$ cat src/rtl/iter_div_if.sv
// Divider stream bundle between the execute stage (master) and the iterative divider (slave).
// Two operand channels, per-op mode/flush controls, and a result strobe with no back-pressure.
interface iter_div_if;
    logic        s_axis_dividend_tvalid;
    logic [31:0] s_axis_dividend_tdata;
    logic        s_axis_dividend_tready;
    logic        s_axis_divisor_tvalid;
    logic [31:0] s_axis_divisor_tdata;
    logic        s_axis_divisor_tready;
    logic        div_signed;
    logic        div_cancel;
    logic        m_axis_dout_tvalid;
    logic [63:0] m_axis_dout_tdata;

    modport slave (
        input  s_axis_dividend_tvalid,
        input  s_axis_dividend_tdata,
        output s_axis_dividend_tready,
        input  s_axis_divisor_tvalid,
        input  s_axis_divisor_tdata,
        output s_axis_divisor_tready,
        input  div_signed,
        input  div_cancel,
        output m_axis_dout_tvalid,
        output m_axis_dout_tdata
    );

    modport master (
        output s_axis_dividend_tvalid,
        output s_axis_dividend_tdata,
        input  s_axis_dividend_tready,
        output s_axis_divisor_tvalid,
        output s_axis_divisor_tdata,
        input  s_axis_divisor_tready,
        output div_signed,
        output div_cancel,
        input  m_axis_dout_tvalid,
        input  m_axis_dout_tdata
    );
endinterface

$ cat src/rtl/iter_div.sv
// Iterative 32-bit radix-2 restoring divider (DIV/DIVU), one quotient bit per cycle.
// Result beat is {quotient, remainder}; divide-by-zero yields all-ones quotient and the raw dividend.
module iter_div (
    input  logic      clk,
    input  logic      resetn,
    iter_div_if.slave bus
);

    typedef enum logic {IDLE, CALC} state_t;

    state_t      state_q, state_d;
    logic [4:0]  count_q, count_d;
    logic [32:0] rem_q, rem_d;
    logic [31:0] quo_q, quo_d;
    logic [31:0] dvd_q, dvd_d;
    logic [31:0] dvs_q, dvs_d;
    logic [31:0] raw_q, raw_d;
    logic        sgn_q, sgn_d;
    logic        dvd_neg_q, dvd_neg_d;
    logic        dvs_neg_q, dvs_neg_d;
    logic [63:0] dout_q, dout_d;
    logic        dout_vld_q, dout_vld_d;

    logic        accept;
    logic [33:0] trial;
    logic [32:0] rem_step;
    logic [31:0] quo_step;
    logic [31:0] q_res;
    logic [31:0] r_res;

    // Both channels handshake together, and never while reset is held.
    assign accept = resetn & (state_q == IDLE)
                  & bus.s_axis_dividend_tvalid & bus.s_axis_divisor_tvalid;

    assign bus.s_axis_dividend_tready = accept;
    assign bus.s_axis_divisor_tready  = accept;
    assign bus.m_axis_dout_tvalid     = dout_vld_q;
    assign bus.m_axis_dout_tdata      = dout_q;

    always_comb begin
        trial = {rem_q, dvd_q[31]} - {2'b00, dvs_q};
        if (!trial[33]) begin
            rem_step = trial[32:0];
        end else begin
            rem_step = {rem_q[31:0], dvd_q[31]};
        end
        quo_step = {quo_q[30:0], ~trial[33]};
    end

    // Result of the final iteration, with the zero-divisor override taking priority over sign fixup.
    always_comb begin
        if (dvs_q == 32'd0) begin
            q_res = 32'hFFFF_FFFF;
            r_res = raw_q;
        end else begin
            q_res = (sgn_q & (dvd_neg_q ^ dvs_neg_q)) ? -quo_step : quo_step;
            r_res = (sgn_q & dvd_neg_q) ? -rem_step[31:0] : rem_step[31:0];
        end
    end

    always_comb begin
        state_d    = state_q;
        count_d    = count_q;
        rem_d      = rem_q;
        quo_d      = quo_q;
        dvd_d      = dvd_q;
        dvs_d      = dvs_q;
        raw_d      = raw_q;
        sgn_d      = sgn_q;
        dvd_neg_d  = dvd_neg_q;
        dvs_neg_d  = dvs_neg_q;
        dout_d     = dout_q;
        dout_vld_d = 1'b0;

        case (state_q)
            IDLE: begin
                if (accept) begin
                    sgn_d     = bus.div_signed;
                    dvd_neg_d = bus.div_signed & bus.s_axis_dividend_tdata[31];
                    dvs_neg_d = bus.div_signed & bus.s_axis_divisor_tdata[31];
                    dvd_d     = dvd_neg_d ? -bus.s_axis_dividend_tdata : bus.s_axis_dividend_tdata;
                    dvs_d     = dvs_neg_d ? -bus.s_axis_divisor_tdata : bus.s_axis_divisor_tdata;
                    raw_d     = bus.s_axis_dividend_tdata;
                    rem_d     = 33'd0;
                    quo_d     = 32'd0;
                    count_d   = 5'd0;
                    state_d   = CALC;
                end
            end
            CALC: begin
                if (bus.div_cancel) begin
                    state_d = IDLE;
                end else begin
                    rem_d   = rem_step;
                    quo_d   = quo_step;
                    dvd_d   = {dvd_q[30:0], 1'b0};
                    count_d = count_q + 5'd1;
                    // The strobe is registered on the last iteration edge so the divider is
                    // already back in IDLE (ready) while the result is presented.
                    if (count_q == 5'd31) begin
                        dout_d     = {q_res, r_res};
                        dout_vld_d = 1'b1;
                        state_d    = IDLE;
                    end
                end
            end
            default: state_d = IDLE;
        endcase
    end

    always_ff @(posedge clk or negedge resetn) begin
        if (!resetn) begin
            state_q    <= IDLE;
            count_q    <= 5'd0;
            rem_q      <= 33'd0;
            quo_q      <= 32'd0;
            dvd_q      <= 32'd0;
            dvs_q      <= 32'd0;
            raw_q      <= 32'd0;
            sgn_q      <= 1'b0;
            dvd_neg_q  <= 1'b0;
            dvs_neg_q  <= 1'b0;
            dout_q     <= 64'd0;
            dout_vld_q <= 1'b0;
        end else begin
            state_q    <= state_d;
            count_q    <= count_d;
            rem_q      <= rem_d;
            quo_q      <= quo_d;
            dvd_q      <= dvd_d;
            dvs_q      <= dvs_d;
            raw_q      <= raw_d;
            sgn_q      <= sgn_d;
            dvd_neg_q  <= dvd_neg_d;
            dvs_neg_q  <= dvs_neg_d;
            dout_q     <= dout_d;
            dout_vld_q <= dout_vld_d;
        end
    end

endmodule
$ cat src/flat_wrapper.sv
// flat-port wrapper written by rule: the top's interface ports become plain ports
module iter_div_flat 
  (clk, resetn, bus_s_axis_dividend_tvalid, bus_s_axis_dividend_tdata, bus_s_axis_dividend_tready, bus_s_axis_divisor_tvalid, bus_s_axis_divisor_tdata, bus_s_axis_divisor_tready, bus_div_signed, bus_div_cancel, bus_m_axis_dout_tvalid, bus_m_axis_dout_tdata);
  iter_div_if bus_i ();
  input  logic clk;
  input  logic resetn;
  input wire logic [$bits(bus_i.s_axis_dividend_tvalid)-1:0] bus_s_axis_dividend_tvalid;
  input wire logic [$bits(bus_i.s_axis_dividend_tdata)-1:0] bus_s_axis_dividend_tdata;
  output wire logic [$bits(bus_i.s_axis_dividend_tready)-1:0] bus_s_axis_dividend_tready;
  input wire logic [$bits(bus_i.s_axis_divisor_tvalid)-1:0] bus_s_axis_divisor_tvalid;
  input wire logic [$bits(bus_i.s_axis_divisor_tdata)-1:0] bus_s_axis_divisor_tdata;
  output wire logic [$bits(bus_i.s_axis_divisor_tready)-1:0] bus_s_axis_divisor_tready;
  input wire logic [$bits(bus_i.div_signed)-1:0] bus_div_signed;
  input wire logic [$bits(bus_i.div_cancel)-1:0] bus_div_cancel;
  output wire logic [$bits(bus_i.m_axis_dout_tvalid)-1:0] bus_m_axis_dout_tvalid;
  output wire logic [$bits(bus_i.m_axis_dout_tdata)-1:0] bus_m_axis_dout_tdata;
  assign bus_i.s_axis_dividend_tvalid = bus_s_axis_dividend_tvalid;
  assign bus_i.s_axis_dividend_tdata = bus_s_axis_dividend_tdata;
  assign bus_s_axis_dividend_tready = bus_i.s_axis_dividend_tready;
  assign bus_i.s_axis_divisor_tvalid = bus_s_axis_divisor_tvalid;
  assign bus_i.s_axis_divisor_tdata = bus_s_axis_divisor_tdata;
  assign bus_s_axis_divisor_tready = bus_i.s_axis_divisor_tready;
  assign bus_i.div_signed = bus_div_signed;
  assign bus_i.div_cancel = bus_div_cancel;
  assign bus_m_axis_dout_tvalid = bus_i.m_axis_dout_tvalid;
  assign bus_m_axis_dout_tdata = bus_i.m_axis_dout_tdata;
  iter_div u_core (.clk(clk), .resetn(resetn), .bus(bus_i));
endmodule
$ cat config.mk
export PLATFORM = sky130hd
export DESIGN_NAME = iter_div_flat
export DESIGN_NICKNAME = d
export VERILOG_FILES = /design/src/rtl/iter_div_if.sv /design/src/rtl/iter_div.sv /design/src/flat_wrapper.sv
export SDC_FILE = /design/constraint.sdc
export NUM_CORES = 1
export LEC_CHECK = 0
export CAP_MARGIN = 20
export CELL_PAD_IN_SITES_DETAIL_PLACEMENT = 0
export CELL_PAD_IN_SITES_GLOBAL_PLACEMENT = 1
export CORE_UTILIZATION = 40
export DETAILED_ROUTE_END_ITERATION = 7
export PLACE_DENSITY = 0.84
export SLEW_MARGIN = 20
export SYNTH_ARGS = -nofsm -noshare
export SYNTH_HDL_FRONTEND = slang
export SYNTH_SLANG_ARGS = --single-unit
$ cat constraint.sdc
create_clock -name clk -period 11.63 [get_ports clk]
set_input_delay 2.326 -clock clk [delete_from_list [all_inputs] [get_ports clk]]
set_output_delay 2.326 -clock clk [all_outputs]
set_load 0.02 [all_outputs]
==> results of run 1 <==
## state kept, by name (all words and copies together), names as in the netlist, 5 cells and up
signal	flops
u_core.quo_q	31
u_core.dvs_q	32
u_core.dvd_q	32
u_core.bus.m_axis_dout_tdata	64
u_core.count_q	5
u_core.rem_q	33
u_core.raw_q	32
## worst min path at each step
stage	start	end	slack [ns]
2_1_floorplan	u_core.raw_q[10]	u_core.raw_q[10]	0.44
3_5_place_dp	u_core.raw_q[22]	u_core.raw_q[22]	0.46
4_1_cts	u_core.raw_q[10]	u_core.raw_q[10]	0.48
3_3_place_gp	u_core.raw_q[20]	u_core.raw_q[20]	0.46
6_report	u_core.raw_q[13]	u_core.raw_q[13]	0.47
5_1_grt	u_core.raw_q[14]	u_core.raw_q[14]	0.49
## power breakdown
group | switching (mW) | internal, mW | total, mW | leakage (nW)
logic | 1.57 | 0.916 | 2.48 | 3.94
registers | 0.141 | 0.945 | 1.09 | 3.12
clock network | 0.350 | 0.493 | 0.843 | 0.419
## cells by family (layout without fill, tap and decap cells)
| group | after synthesis | count (layout) | share of synthesized area |
|---|---|---|---|
| XOR/XNOR | 127 | 127 | 0.0750 |
| buffers and inverters | 157 | 247 | 0.0449 |
| AND/OR/NAND/NOR | 663 | 663 | 0.208 |
| adder cells (fa/ha/maj) | 39 | 39 | 0.0334 |
| multiplexers | 31 | 31 | 0.0224 |
| flip-flops | 234 | 234 | 0.395 |
| other | 0 | 1 | 0 |
| AO/OA/AOI/OAI | 513 | 513 | 0.222 |
## metal layers
metal  share of wire  global-route usage  wire length [microns]
met5               0                   0                      0
met4           0.040              0.0952                   1720
met3           0.051              0.0307                   2180
met2            0.46               0.360                  19400
met1            0.45               0.309                  19300
## worst max-delay path, stage by stage
cell and delay, ns:
buf_8 0.53, nand4b_1 0.27, buf_12 0.30, inv_1 0.18, clkdlybuf4s50_1 0.62
## cell usage after synthesis (5+ instances only)
| master | number | area, sq um |
|---|---|---|
| o41ai_1 | 7 | 61.3 |
| or4_1 | 10 | 75.1 |
| nor2b_1 | 8 | 50.1 |
| a31oi_1 | 18 | 113 |
| o21a_1 | 16 | 120 |
| buf_6 | 7 | 78.8 |
| or2_2 | 7 | 43.8 |
| nand2b_1 | 7 | 43.8 |
| xor2_1 | 59 | 517 |
| clkbuf_1 | 74 | 278 |
| nand4_1 | 11 | 68.8 |
| nor2_1 | 112 | 420 |
| nand3_1 | 60 | 300 |
| a21o_1 | 11 | 82.6 |
| a21oi_1 | 141 | 706 |
| mux2i_1 | 27 | 270 |
| xnor2_1 | 68 | 596 |
| or3_1 | 21 | 131 |
| and3_1 | 21 | 131 |
| nor3_1 | 29 | 145 |
| dfrtp_1 | 234 | 5860 |
| nor4_1 | 31 | 194 |
| buf_1 | 8 | 30.0 |
| inv_1 | 52 | 195 |
| a22oi_1 | 27 | 203 |
| o21ai_1 | 27 | 135 |
| a211oi_1 | 13 | 97.6 |
| o211ai_1 | 7 | 52.6 |
| o31ai_1 | 14 | 105 |
| o21ai_0 | 157 | 786 |
| nand2_1 | 306 | 1150 |
| buf_2 | 13 | 65.1 |
| and2_1 | 21 | 131 |
| o21bai_1 | 5 | 37.5 |
| ha_1 | 38 | 475 |
## final cells by class
| cell class | instances | area (sq um) |
|---|---|---|
| multi-input cells | 1373 | 8350 |
| flip-flops and latches | 234 | 5860 |
| clock inverters | 8 | 119 |
| well taps | 468 | 586 |
| inverters | 53 | 199 |
| diodes | 1 | 2.50 |
| fillers | 3563 | 19200 |
| repair buffers | 148 | 1470 |
| clock buffers | 38 | 747 |
## per-stage QoR
stage / utilization / std cells / cell area [sq um] / total power, mW
after floorplan: - / 1764 / 14800 / 2.98
after detailed placement: 0.451 / 2276 / 16500 / 3.57
after global placement: 0.451 / 2276 / 16500 / 3.52
after global routing: 0.474 / 2322 / 17300 / 4.73
final: 0.474 / 2323 / 17300 / 4.41
after CTS: 0.474 / 2322 / 17300 / 4.43
==> reports/metrics.yaml, run 1 <==
vdd_drop_max_uv: 145
fmax_mhz: 148
clock_skew_ns: 0.0241
root_buffer: "clkbuf_16"
cts_sinks: 234
startpoint: "resetn"
cts_max_path_buffers: 3
final_cell_mix: "305 x nand2_1, 234 x dfrtp_1, 157 x o21ai_0"
port_buffers: 136
htreeDepth: 1
nets: 1946
cap_violations: 0
cts_tree: "yes"
final_common_cell: "nand2_1"
hold_path_class: "flop to flop"
avgSynthCellArea_sq_um: 8.41
async_reset_ff_frac: 1.00
endpoint_kind: "output pin"
viasPerCell: 5.71
wl_microns: 42600
wl_per_cell_microns: 18.3
synth_fp_nets: 1873
ys_warn_count: 0
tns_ns: 0
relSlewSlack: 0.251
vias: 13300
syn2layout_area_growth_pct: 16.8
layout_setup_ws_ns: 4.88
core_sq_um: 36500
place_ws_ns: 4.86
path_max_fanout: 163
grt_antenna_before_repair: 0
post-route-period-util: 0.581
synth_edf_count: 0
path_class: "input port to output pin"
reg2reg_depth: 16
report.final.setup_viol: 0
grt_start_max_net_pins: 164
crit_path_end: "bus_s_axis_divisor_tready"
syn_area_sq_um: 14800
gp_congestion: 0.888
hold_depth: 2
die_h_microns: 195
regToRegEndpoint: "u_core.bus.m_axis_dout_tdata[60]"
ys_types: 89
outcome: "finished, final reports clean"
ant_nets: 0
p_per_area_nw_per_um2: 255
crit_required_ns: 9.30
crit_path_start_kind: "input port"
r2r_slack_ns: 5.95
drive_above_1_share: 0.0545
die_x_microns: 195
firstDrtPassIters: 5
cts_buffers: 27
clkLatencyLatePin_ns: 0.57
worstPathArrival_ns: 4.43
grt_pass1_vias: 12800
die_area_sq_um: 37900
overflow: 0
drv_slew: 0
ioPinCount: 137
cts_setup_buffers: 0
hpwl_microns: 30700
period_needed_ns: 6.75
ys_ff_latch: 234
synth_flop_cell: "dfrtp_1"
worst_slew_pin_slew_ns: 1.11
holdBufCountCts: 0
clkSlewWorstSetupHoldPaths_ns: 0.05
synthesis.instances: 1764
grt_pass1_wl_microns: 68900
ys_seq_area_frac: 0.395
start_util: 0.406
gr-usage-all-layers: 0.226
reg2reg_from: "u_core.rem_q[0]"
drc: 0
post_cts_resized: 0
fp-row-count: 70
p_leak_nw: 7.48
fin_hold_ws_ns: 0.474
hold_viol_final: 0
drt_first_iter_violations: 911
rsz0062_at_grt: "false"
Note: power is estimated with default switching activity, not from simulation.
==> run 2, diff against run 1 <==
--- a/config.mk
+++ b/config.mk
@@ -10,7 +10,7 @@
 export CELL_PAD_IN_SITES_GLOBAL_PLACEMENT = 1
 export CORE_UTILIZATION = 40
 export DETAILED_ROUTE_END_ITERATION = 7
-export PLACE_DENSITY = 0.84
+export PLACE_DENSITY = 0.87
 export SLEW_MARGIN = 20
 export SYNTH_ARGS = -nofsm -noshare
 export SYNTH_HDL_FRONTEND = slang
==> constraint.sdc (replaced) <==
create_clock -name clk -period 5.7 [get_ports clk]
set_input_delay 1.14 -clock clk [delete_from_list [all_inputs] [get_ports clk]]
set_output_delay 1.14 -clock clk [all_outputs]
set_load 0.02 [all_outputs]
==> reports/metrics.yaml, run 2 (synthesis results as in run 1) <==
outcome: "finished, final reports clean"
wl_per_cell_microns: 18.4
endpoint_kind: "flop"
core_sq_um: 36500
hold_path_class: "flop to flop"
clock_skew_ns: 0.0161
crit_path_start_kind: "flop"
min_from: "u_core.raw_q[10]"
final_common_cell: "nand2_1"
clkLatencyLatePin_ns: 0.56
p_leak_nw: 7.57
fillers: 3477
regArea_sq_um: 5860
grt_start_max_net_pins: 107
nets: 1952
p_per_area_nw_per_um2: 535
report.final.setup_viol: 0
die_x_microns: 195
place_ws_ns: 0.886
layout_setup_ws_ns: 0.740
post-route-util: 0.480
cts_buffers: 27
die_h_microns: 195
ant_nets: 0
vdd_drop_max_uv: 310
firstDrtPassIters: 5
gr-usage-all-layers: 0.228
hold_viol_final: 0
drv_slew: 0
wl_microns: 43000
vias: 13300
relSlewSlack: 0.350
clkSlewWorstSetupHoldPaths_ns: 0.06
htreeDepth: 1
largest_register_ffs: 64
path_class: "flop to flop"
post_cts_resized: 0
path_max_fanout: 21
period_needed_ns: 4.96
tns_ns: 0
reg2reg_from: "u_core.rem_q[21]"
viasPerCell: 5.71
post-route-period-util: 0.870
worst_slew_pin_slew_ns: 0.976
cts_max_path_buffers: 3
worstPathArrival_ns: 5.40
regToRegEndpoint: "u_core.bus.m_axis_dout_tdata[26]"
antenna_cells: 0
overflow: 0
holdBufCountCts: 0
port_buffers: 136
grt_pass1_wl_microns: 69500
drc: 0
final_cell_mix: "306 x nand2_1, 234 x dfrtp_1, 157 x o21ai_0"
multiInputGateArea_sq_um: 8350
drive_above_1_share: 0.0628
ioPinCount: 137
instances_no_fill: 2332
cap_violations: 0
cts_sinks: 234
die_area_sq_um: 37900
r2r_slack_ns: 0.74
grt_antenna_before_repair: 0
grt_pass1_vias: 12900
drt_first_iter_violations: 1118
cts_setup_buffers: 0
gp_congestion: 0.899
hold_end: "u_core.raw_q[10]"
fmax_mhz: 202
reg2reg_depth: 15
root_buffer: "clkbuf_16"
syn2layout_area_growth_pct: 18.1
rsz0062_at_grt: "false"
start_util: 0.406
fp-row-count: 70
cts_tree: "yes"
hold_depth: 2
crit_required_ns: 6.14
hpwl_microns: 31500
dp_cells: 2282
-- run 2: worst max-delay path, stage by stage (launching register included) --
cell      delay [ns]
dfrtp_1         0.44
ha_1            0.44
a21oi_1         0.25
o21ai_1         0.16
a211oi_1        0.45
a31oi_1         0.25
a211oi_4        0.57
nor2_8          0.18
inv_2           0.27
mux2i_1         0.37
ha_1            0.35
o21ai_2         0.18
nor3_1          0.45
a31oi_1         0.18
mux2i_1         0.20
nand3_1         0.08
-- run 2: worst max path at each step --
stage / from / endpoint / slack, ns / cells past startpoint
floorplan: u_core.rem_q[11] / u_core.bus.m_axis_dout_tdata[60] / 1.50 / 19
detailed placement: u_core.rem_q[21] / u_core.bus.m_axis_dout_tdata[26] / 0.89 / 15
CTS: u_core.rem_q[21] / u_core.bus.m_axis_dout_tdata[26] / 0.87 / 15
global placement: u_core.rem_q[0] / u_core.bus.m_axis_dout_tdata[24] / 1.11 / 15
finish: u_core.rem_q[21] / u_core.bus.m_axis_dout_tdata[26] / 0.74 / 15
global route: u_core.rem_q[21] / u_core.bus.m_axis_dout_tdata[26] / 0.36 / 15
-- run 2: per-layer routing --
metal	track usage	part of all wire	routed length, microns
met5	0	0	0
met4	0.0879	0.038	1620
met3	0.0311	0.064	2760
met2	0.362	0.45	19500
met1	0.315	0.44	19100
-- run 2: layout make-up --
class | instances | share of cell area
repair buffers | 154 | 0.0857
multi-input cells | 1373 | 0.476
clock inverters | 18 | 0.0169
well taps | 468 | 0.0334
flip-flops and latches | 234 | 0.334
inverters | 53 | 0.0114
clock buffers | 32 | 0.0419
-- run 2: where the power goes --
group	internal (mW)	leakage [nW]	switching [mW]
clock	1.24	0.492	0.747
combinational	1.90	3.96	3.27
sequential	1.93	3.12	0.284
total	5.07	7.57	4.30
-- run 2: per-stage QoR --
step	area, sq um	hold slack, ns	power [mW]
2_1_floorplan	14800	0.437	6.09
3_3_place_gp	16500	0.454	7.26
3_5_place_dp	16500	0.456	7.31
4_1_cts	17500	0.471	9.35
5_1_grt	17500	0.493	9.99
6_report	17500	0.474	9.37
==> run 3, diff against run 2 <==
--- a/config.mk
+++ b/config.mk
@@ -8,8 +8,10 @@
 export CAP_MARGIN = 20
 export CELL_PAD_IN_SITES_DETAIL_PLACEMENT = 0
 export CELL_PAD_IN_SITES_GLOBAL_PLACEMENT = 1
+export CORE_MARGIN = 5
 export CORE_UTILIZATION = 40
 export DETAILED_ROUTE_END_ITERATION = 7
+export HOLD_SLACK_MARGIN = 0.05
 export PLACE_DENSITY = 0.87
 export SLEW_MARGIN = 20
 export SYNTH_ARGS = -nofsm -noshare
==> reports/metrics.yaml, run 3 (synthesis results as in run 1) <==
outcome: "finished, final reports clean"
r2r_slack_ns: 0.70
slowest_delay_ns: 0.63
die_area_sq_um: 41100
die_x_microns: 203
clock_skew_ns: 0.0119
layout_setup_ws_ns: 0.699
tns_ns: 0
placed_area_sq_um: 16500
fp-row-count: 70
nets: 1950
p_seq_frac: 0.238
port_buffers: 136
crit_path_end: "u_core.bus.m_axis_dout_tdata[30]"
ioPinCount: 137
firstDrtPassIters: 7
met2_usage: 0.345
htreeDepth: 1
start_util: 0.405
place_ws_ns: 0.854
reg2reg_from: "u_core.dvs_q[14]"
holdBufCountCts: 0
cts_max_path_buffers: 3
syn2layout_area_growth_pct: 17.9
p_per_area_nw_per_um2: 533
reg2reg_depth: 16
clkLatencyLatePin_ns: 0.57
vias: 13300
power.net_switching_mw: 4.31
post_cts_resized: 0
antenna_cells: 0
wl_per_cell_microns: 19.0
grt_start_max_net_pins: 162
drt_first_iter_violations: 1021
multiInputGateArea_sq_um: 8350
p_leak_nw: 7.56
gp_congestion: 0.899
clkPwrFrac: 0.209
fmax_mhz: 200
hpwl_microns: 31900
crit_required_ns: 6.13
gr-usage-all-layers: 0.209
wl_microns: 44200
core_sq_um: 36600
endpoint_kind: "flop"
post-route-period-util: 0.877
largest_register_ffs: 64
cts_setup_buffers: 0
hold_viol_final: 0
regToRegEndpoint: "u_core.bus.m_axis_dout_tdata[30]"
grt_pass1_wl_microns: 70600
crit_path_start_kind: "flop"
hold_path_class: "flop to flop"
cts_sinks: 234
use_met3: 0.0259
drc: 0
fin_area_sq_um: 17500
fillers: 3512
drv_slew: 0
worst_slew_pin_slew_ns: 0.960
overflow: 0
path_class: "flop to flop"
worstPathArrival_ns: 5.43
hold_depth: 2
cp_slowest_cell: "a211oi_4"
relSlewSlack: 0.359
grt_use_met1: 0.293
path_max_fanout: 25
final_cell_mix: "306 x nand2_1, 234 x dfrtp_1, 157 x o21ai_0"
p_int_mw: 5.02
report.final.setup_viol: 0
cts_buffers: 28
grt_pass1_vias: 12800
rsz0062_at_grt: "false"
p_sw_frac: 0.462
vdd_drop_max_uv: 341
ant_nets: 0
total_power_mw: 9.33
startpoint: "u_core.dvs_q[14]"
cts_tree: "yes"
combPwrFrac: 0.553
gr-max-usage-layer: "met2"
drive_above_1_share: 0.0602
die_h_microns: 203
clkSlewWorstSetupHoldPaths_ns: 0.06
cap_violations: 0
viasPerCell: 5.72
regArea_sq_um: 5860
crit_path_cell_trace: "inv_1 -> ha_1 -> a211oi_1 -> o21bai_1 -> o211ai_1 -> a31oi_4 -> a211oi_4 -> nor2_8 -> inv_2 -> mux2i_1 -> ha_1 -> o21ai_2 -> nor3_1 -> a31oi_1 -> mux2i_1 -> nand3_1"
final_common_cell: "nand2_1"
root_buffer: "clkbuf_16"
grt_antenna_before_repair: 0
period_needed_ns: 5.00
==> run 3: routing by layer <==
layer | vias to the layer above | part of all wire
met5 | - | 0
met1 | 6486 | 0.46
met4 | 0 | 0.024
met3 | 61 | 0.048
li1 | 6433 | -
met2 | 348 | 0.47
==> run 3: layout make-up <==
cell class | count | area share
Sequential cell | 234 | 0.335
Clock buffer | 33 | 0.0423
Clock inverter | 17 | 0.0156
Tap cell | 468 | 0.0335
Timing Repair Buffer | 151 | 0.0853
Inverter | 53 | 0.0114
Multi-Input combinational cell | 1373 | 0.477
==> run 3: how the worst min path moves through the flow <==
| stage | from | to | slack [ns] |
|---|---|---|---|
| 2_1_floorplan | u_core.raw_q[10] | u_core.raw_q[10] | 0.44 |
| 3_3_place_gp | u_core.raw_q[17] | u_core.raw_q[17] | 0.45 |
| 3_5_place_dp | u_core.raw_q[17] | u_core.raw_q[17] | 0.46 |
| 4_1_cts | u_core.raw_q[17] | u_core.raw_q[17] | 0.47 |
| 5_1_grt | u_core.raw_q[2] | u_core.raw_q[2] | 0.50 |
| 6_report | u_core.raw_q[10] | u_core.raw_q[10] | 0.47 |
==> run 3: metrics by stage <==
stage | utilization | std cells | hold slack (ns)
after floorplan | - | 1764 | 0.437
after global placement | 0.450 | 2279 | 0.454
after detailed placement | 0.450 | 2279 | 0.459
after CTS | 0.478 | 2329 | 0.472
after global routing | 0.478 | 2329 | 0.499
final | 0.478 | 2329 | 0.472
==> run 3: worst max-delay path, delay by kind of cell, from the launching register on <==
family                   cells  cell delay [ns]
flip-flops                   1             0.38
multiplexers                 2             0.56
adder cells (fa/ha/maj)      2             0.70
AND/OR/NAND/NOR              3             0.77
buffers and inverters        2             0.29
AO/OA/AOI/OAI                7             2.16
==> run 3: power by group through the flow <==
stage	Clock, mW	Combinational (mW)	Sequential, mW
detailed placement	0	5.08	2.24
CTS	1.99	5.12	2.21
global route	2.06	5.65	2.25
floorplan	0	3.96	2.13
finish	1.95	5.16	2.22
global placement	0	5.04	2.23
